## config.mk

```make
export PLATFORM = sky130hd
export DESIGN_NAME = hart_sched_n
export DESIGN_NICKNAME = d
export VERILOG_FILES = /design/src/rtl/hart_sched_n.sv
export SDC_FILE = /design/constraint.sdc
export NUM_CORES = 1
export LEC_CHECK = 0
export ABC_CLOCK_PERIOD_IN_PS = 2130
export CORE_UTILIZATION = 39
export CTS_CLUSTER_DIAMETER = 50
export DETAILED_ROUTE_END_ITERATION = 8
export PLACE_DENSITY = 0.8
export SYNTH_ARGS = -nofsm -noshare
export SYNTH_HDL_FRONTEND = slang
export SYNTH_SLANG_ARGS = --single-unit
```

## constraint.sdc

```tcl
create_clock -name clk -period 2.13 [get_ports clk]
set_input_delay 0.213 -clock clk [delete_from_list [all_inputs] [get_ports clk]]
set_output_delay 0.213 -clock clk [all_outputs]
set_load 0.02 [all_outputs]
```

## src/rtl/hart_sched_n.sv

```systemverilog
// -----------------------------------------------------------------------------
// hart_sched_n
//
// Purpose:
//   Per-hart lifecycle tracker (IDLE / ACTIVE / WAIT_I / WAIT_D) plus a
//   registered round-robin issue arbiter that drives the IF-stage hart select.
//   SWITCH_MODE 0 rotates to the next active hart every cycle. SWITCH_MODE 1
//   keeps the current hart until a branch/load event, a quota expiry (MAX_RUN
//   cycles) or the hart leaving ACTIVE.
//
// Ports:
//   clk, rst                : clock, synchronous active-low reset
//   set_hart/_id/_val       : software request to activate (1) or idle (0) a hart
//   is_branch, is_load      : ID-stage instruction class, owner in id_hstate
//   i_cache_miss, if_hstate : IF miss and its one-hot owner
//   use_cache_miss, use_hstate : D-side miss at use and its one-hot owner
//   i_cache_fin(_hstate)    : I refill done and its one-hot owner
//   d_cache_fin(_hstate)    : D refill done and its one-hot owner
//   hart_issue_valid/hid/hstate : registered issuing hart (valid, binary, one-hot)
//   hart_acti/wait/idle_hstate  : per-hart state bit-vectors
// -----------------------------------------------------------------------------
module hart_sched_n #(
    parameter int HART_NUM    = 4,
    parameter int HART_ID_W   = 2,
    parameter int SWITCH_MODE = 0,
    parameter int MAX_RUN     = 16
) (
    input  logic                 clk,
    input  logic                 rst,
    input  logic                 set_hart,
    input  logic [HART_ID_W-1:0] set_hart_id,
    input  logic                 set_hart_val,
    input  logic                 is_branch,
    input  logic                 is_load,
    input  logic [HART_NUM-1:0]  id_hstate,
    input  logic                 i_cache_miss,
    input  logic [HART_NUM-1:0]  if_hstate,
    input  logic                 use_cache_miss,
    input  logic [HART_NUM-1:0]  use_hstate,
    input  logic                 i_cache_fin,
    input  logic [HART_NUM-1:0]  i_cache_fin_hstate,
    input  logic                 d_cache_fin,
    input  logic [HART_NUM-1:0]  d_cache_fin_hstate,
    output logic                 hart_issue_valid,
    output logic [HART_ID_W-1:0] hart_issue_hid,
    output logic [HART_NUM-1:0]  hart_issue_hstate,
    output logic [HART_NUM-1:0]  hart_acti_hstate,
    output logic [HART_NUM-1:0]  hart_wait_hstate,
    output logic [HART_NUM-1:0]  hart_idle_hstate
);

    typedef enum logic [1:0] {
        HS_IDLE   = 2'd0,
        HS_ACTIVE = 2'd1,
        HS_WAIT_I = 2'd2,
        HS_WAIT_D = 2'd3
    } hartState_t;

    hartState_t              r_state     [HART_NUM];
    hartState_t              w_stateNext [HART_NUM];
    logic [HART_NUM-1:0]     w_actNext;

    logic [HART_NUM-1:0]     r_issueHot;
    logic [HART_ID_W-1:0]    r_hid;
    logic                    r_valid;
    logic [7:0]              r_runCnt;

    logic                    w_rotFound;
    logic [HART_ID_W-1:0]    w_rotId;
    logic                    w_switchEvt;
    logic                    w_quotaOk;
    logic                    w_stay;

    // State register for every hart's lifecycle FSM. Reset leaves hart 0
    // running so the pipeline always has something to fetch after reset.
    always_ff @(posedge clk) begin
        if (!rst) begin
            for (int h = 0; h < HART_NUM; h++) begin
                r_state[h] <= (h == 0) ? HS_ACTIVE : HS_IDLE;
            end
        end else begin
            for (int h = 0; h < HART_NUM; h++) begin
                r_state[h] <= w_stateNext[h];
            end
        end
    end

    // Next-state logic per hart. A software idle request wins over everything
    // and silently drops any outstanding refill, so a late fin finds the hart
    // IDLE and is ignored. A D-side miss outranks a simultaneous I refill,
    // which is why WAIT_I checks the use miss before its own fin.
    always_comb begin
        for (int h = 0; h < HART_NUM; h++) begin
            w_stateNext[h] = r_state[h];
            if (set_hart && (set_hart_id == HART_ID_W'(h)) && !set_hart_val) begin
                w_stateNext[h] = HS_IDLE;
            end else begin
                case (r_state[h])
                    HS_IDLE: begin
                        if (set_hart && (set_hart_id == HART_ID_W'(h))) begin
                            w_stateNext[h] = HS_ACTIVE;
                        end
                    end
                    HS_ACTIVE: begin
                        if (use_cache_miss && use_hstate[h]) begin
                            w_stateNext[h] = HS_WAIT_D;
                        end else if (i_cache_miss && if_hstate[h]) begin
                            w_stateNext[h] = HS_WAIT_I;
                        end
                    end
                    HS_WAIT_I: begin
                        if (use_cache_miss && use_hstate[h]) begin
                            w_stateNext[h] = HS_WAIT_D;
                        end else if (i_cache_fin && i_cache_fin_hstate[h]) begin
                            w_stateNext[h] = HS_ACTIVE;
                        end
                    end
                    HS_WAIT_D: begin
                        if (d_cache_fin && d_cache_fin_hstate[h]) begin
                            w_stateNext[h] = HS_ACTIVE;
                        end
                    end
                    default: w_stateNext[h] = HS_IDLE;
                endcase
            end
        end
    end

    // Output decode of the lifecycle FSMs into the three status bit-vectors.
    // These come straight from registered state so they are glitch-free.
    always_comb begin
        hart_acti_hstate = '0;
        hart_wait_hstate = '0;
        hart_idle_hstate = '0;
        for (int h = 0; h < HART_NUM; h++) begin
            hart_acti_hstate[h] = (r_state[h] == HS_ACTIVE);
            hart_wait_hstate[h] = (r_state[h] == HS_WAIT_I) || (r_state[h] == HS_WAIT_D);
            hart_idle_hstate[h] = (r_state[h] == HS_IDLE);
        end
    end

    // The arbiter looks at next-cycle ACTIVE harts so a hart that misses this
    // cycle is never picked for the following one.
    always_comb begin
        w_actNext = '0;
        for (int h = 0; h < HART_NUM; h++) begin
            w_actNext[h] = (w_stateNext[h] == HS_ACTIVE);
        end
    end

    // Round-robin search starting just after the current (or last held) hid
    // and wrapping back onto it. HART_NUM is a power of two, so the id adder
    // wraps on its own; k == HART_NUM lands back on r_hid itself.
    always_comb begin
        w_rotFound = 1'b0;
        w_rotId    = r_hid;
        for (int k = 1; k <= HART_NUM; k++) begin
            if (!w_rotFound && w_actNext[r_hid + HART_ID_W'(k)]) begin
                w_rotFound = 1'b1;
                w_rotId    = r_hid + HART_ID_W'(k);
            end
        end
    end

    // Coarse-mode stay decision: keep the current hart while it remains
    // active, no branch/load of its own is in ID, and the quota is not used up.
    always_comb begin
        w_switchEvt = (is_branch | is_load) && (id_hstate == r_issueHot);
        w_quotaOk   = ({1'b0, r_runCnt} + 9'd1) < 9'(MAX_RUN);
        w_stay      = (SWITCH_MODE != 0) && r_valid && w_actNext[r_hid]
                      && !w_switchEvt && w_quotaOk;
    end

    // Issue register. With no active hart the one-hot and valid drop but hid
    // is held so the next search resumes where rotation left off.
    always_ff @(posedge clk) begin
        if (!rst) begin
            r_issueHot <= HART_NUM'(1);
            r_hid      <= '0;
            r_valid    <= 1'b1;
            r_runCnt   <= '0;
        end else if (w_actNext == '0) begin
            r_issueHot <= '0;
            r_valid    <= 1'b0;
            r_runCnt   <= '0;
        end else if (w_stay) begin
            r_runCnt   <= r_runCnt + 8'd1;
        end else begin
            r_issueHot <= HART_NUM'(1) << w_rotId;
            r_hid      <= w_rotId;
            r_valid    <= 1'b1;
            r_runCnt   <= '0;
        end
    end

    assign hart_issue_valid  = r_valid;
    assign hart_issue_hid    = r_hid;
    assign hart_issue_hstate = r_issueHot;

endmodule

```

==> impl_metrics.csv <==
group,metric,value,unit
clock_tree,cts.clk_slew.worst_paths,90,ps
routing,drtIter0Drc,33,
cells_and_area,layout-drive-gt1-share,15.8,%
clock_tree,clock_sinks,15,
synth,synth_seq_cells,15,
synth,synthTopCellsByCount,"dfxtp_1 (15), nand2_1 (11), and2_1 (7), nor2_1 (7), nor3_1 (7)",
synth,synth_top_area_cell,"dfxtp_1",
worst_setup_path,cp.arrival,2240,ps
global_routing,antenna_found_initial,0,
pwr,power.share.switching,35.2,%
worst_setup_path,critical_path.slowest_cell,"clkdlybuf4s50_1",
worst_setup_path,reg2reg_slack,180,ps
worst_hold_path,hold_start,"use_cache_miss",
die,placementRows,17,
synth,synthDistinctLibCells,41,
die,design.core.area,2280,sq um
cells_and_area,diodes,0,
pwr,p_leak,0.585,nW
timing,max_slew_margin,76.2,%
timing,setup_violations,0,
timing,fmax,0.494,GHz
pwr,totalPowerFinal,0.000961,W
synth,yosys-top-cells-area,"dfxtp_1 (31%), and2_1 (4.5%), nand2_1 (4.3%)",
synth,syn_inst,113,
timing,worst_pin_slew,356,ps
synth,ys_seq_area_share,31.1,%
pwr,p_seq_share,36.0,%
timing,drv_slew,0,
routing,drc,0,
worst_hold_path,hold_path_depth,4,
global_routing,grt_pass1_vias,968,
cells_and_area,fill_cells,199,
clock_tree,clk_path_buf_depth,2,
routing,routed-via-count,1041,
cells_and_area,fin_cells,193,
routing,ant_nets,0,
die,io_pins,51,
cells_and_area,fin_area,1520,sq um
worst_setup_path,ff2ff_path_depth,8,
global_routing,grt_overflow,0,
worst_hold_path,hold_class,"in -> reg",
synth,synth.avg_cell_area,8.54,sq um
clock_tree,clock_latency,290,ps
place,dpl.hpwl,2120,um
worst_setup_path,crit-reg2reg-launch,"r_state[1][1]",
clock_tree,htreeDepth,1,
cells_and_area,area.growth.synth_to_final,57.3,%
pwr,p_switching,0.000338,W
die,die_w,51.7,um
die,start_util,42.4,%
worst_setup_path,path_max_fanout,6,
synth,syn_nets,145,
worst_setup_path,slowest_delay,590,ps
place,portBuffers,44,
synth,synthesis.area,965,sq um
worst_setup_path,crit_chain,"clkdlybuf4s50_1 > a21bo_1 > o22ai_1 > a221oi_1 > nand2_1 > a211oi_1 > a211oi_1 > buf_4 > nor3_1",
global_routing,grt_usage,20.9,%
global_routing,grt_pass1_wl,4190,um
worst_setup_path,crit_required,2350,ps
routing,drt-total-wl,2710,um
place,placed_cells,189,
global_routing,grt_max_degree,10,
synth,yosysTopAreaCellShare,31.1,%
job,max-cap-violations,0,
pwr,p_per_area,633,nW/um^2
die,die_h,51.7,um
routing,firstDrtPassIters,4,
worst_setup_path,critPathCaptureType,"flop",
routing,wl_per_cell,14.0,um
run_status,status,"finished, final reports clean",
worst_setup_path,r2r_end,"hart_issue_hstate[1]",
synth,yosysMostFrequentCell,"dfxtp_1",
pwr,p_clk_share,17.1,%
timing,rsz0062_at_grt,"false",
routing,viasPerCell,5.39,
worst_setup_path,startpoint_type,"input port",
cells_and_area,layout.nets,198,
timing,report.final.hold_viol_count,0,
cells_and_area,final_util,66.7,%
clock_tree,tritoncts,"yes",
worst_setup_path,setup.worst_path.class,"in -> reg",
clock_tree,cts-root-buf,"clkbuf_4",
pwr,power_frac_comb,46.9,%
synth,ys.flop_type,"dfxtp_1",
place,dpl_cell_area,1490,sq um
pwr,peakVddDrop,0.000550,V
timing,period_share,95.0,%
timing,fin_worst_skew,4.77,ps
synth,postSynth.asyncResetShare,0,%
synth,yosys_warnings,0,
clock_tree,cts_buffers,3,
timing,min_period,2020,ps
pwr,p_int,0.000623,W
clock_tree,postCtsSetupBuffers,0,
worst_hold_path,hold_end,"r_state[1][0]",
place,globalplace.congestion,0.889,
die,die-area,2680,sq um
worst_setup_path,cp_common_cell,"a211oi_1",
synth,synth-edff-count,0,
==> through the flow <==
step	hold WS, ps	setup TNS (ps)	setup slack, ps
6_report	582	0	107
5_1_grt	618	0	22.1
4_1_cts	655	0	88.5
3_5_place_dp	645	-979	-198
3_3_place_gp	643	-755	-149
2_1_floorplan	275	0	422
==> worst max-delay path by stage <==
stage | start | end | slack, ps | depth (start not counted)
global placement | i_cache_miss | hart_issue_hstate[0] | -150 | 7
global route | i_cache_fin | hart_issue_hstate[0] | 20 | 8
detailed placement | use_cache_miss | hart_issue_hstate[2] | -200 | 8
finish | i_cache_fin | hart_issue_hstate[1] | 110 | 9
floorplan | r_state[2][1] | hart_issue_hstate[0] | 420 | 7
CTS | i_cache_miss | hart_issue_hstate[0] | 90 | 7
==> state kept, by name (all words and copies together) (netlist names) <==
signal             count
hart_issue_hstate      4
r_state                8
hart_issue_valid       1
hart_issue_hid         2
==> critical path, delay by kind of cell <==
kind	cells	cell delay (ps)
compound gates	5	960
simple gates	2	320
buf+inv	2	750
==> kinds of logic after synthesis <==
| family | count (synthesis) | share of synthesized area [%] |
|---|---|---|
| simple gates | 61 | 39.2 |
| compound gates | 29 | 26.6 |
| flops | 15 | 31.1 |
| buf+inv | 8 | 3.11 |
==> power by group through the flow <==
stage          logic (W)  registers (W)  clock network, W
5_1_grt         0.000481       0.000352          0.000183
2_1_floorplan   0.000217       0.000376                 0
6_report        0.000451       0.000346          0.000164
3_5_place_dp    0.000447       0.000352                 0
4_1_cts         0.000450       0.000346          0.000169
3_3_place_gp    0.000441       0.000349                 0
==> cells in the final DEF (no fill, tap or decap), types with 4 or more instances in the layout <==
cell type         n
inv_1             4
a21oi_1           5
dfxtp_1          15
clkdlybuf4s50_1  42
nor2_1            7
and2_1            7
nand2b_1          5
nor3_1            7
nand3_1           5
buf_4             8
nand2_1          11
==> metal layers <==
| metal | vias up | global-route usage [%] | part of all wire (%) |
|---|---|---|---|
| li1 | 519 | - | - |
| met1 | 473 | 27.0 | 45 |
| met2 | 46 | 35.3 | 45 |
| met3 | 3 | 3.22 | 8.5 |
| met4 | 0 | 6.76 | 0.92 |
| met5 | - | 0 | 0 |
==> what timing repair did <==
item | 4_1_cts | 5_1_grt
endpoints found under the setup margin | 0 | 4
hold buffers | 0 | 0
gates resized for setup | 0 | 2
==> layout make-up <==
| cell class | count | area (sq um) | area share, % |
|---|---|---|---|
| multi-input combinational | 90 | 634 | 41.8 |
| timing repair buffer | 52 | 505 | 33.3 |
| sequential | 15 | 300 | 19.8 |
| tap | 28 | 35.0 | 2.31 |
| clock buffer | 3 | 22.5 | 1.48 |
| inverter | 4 | 15.0 | 0.989 |
| clock inverter | 1 | 5.00 | 0.330 |
(Power assumes the default switching activity.)
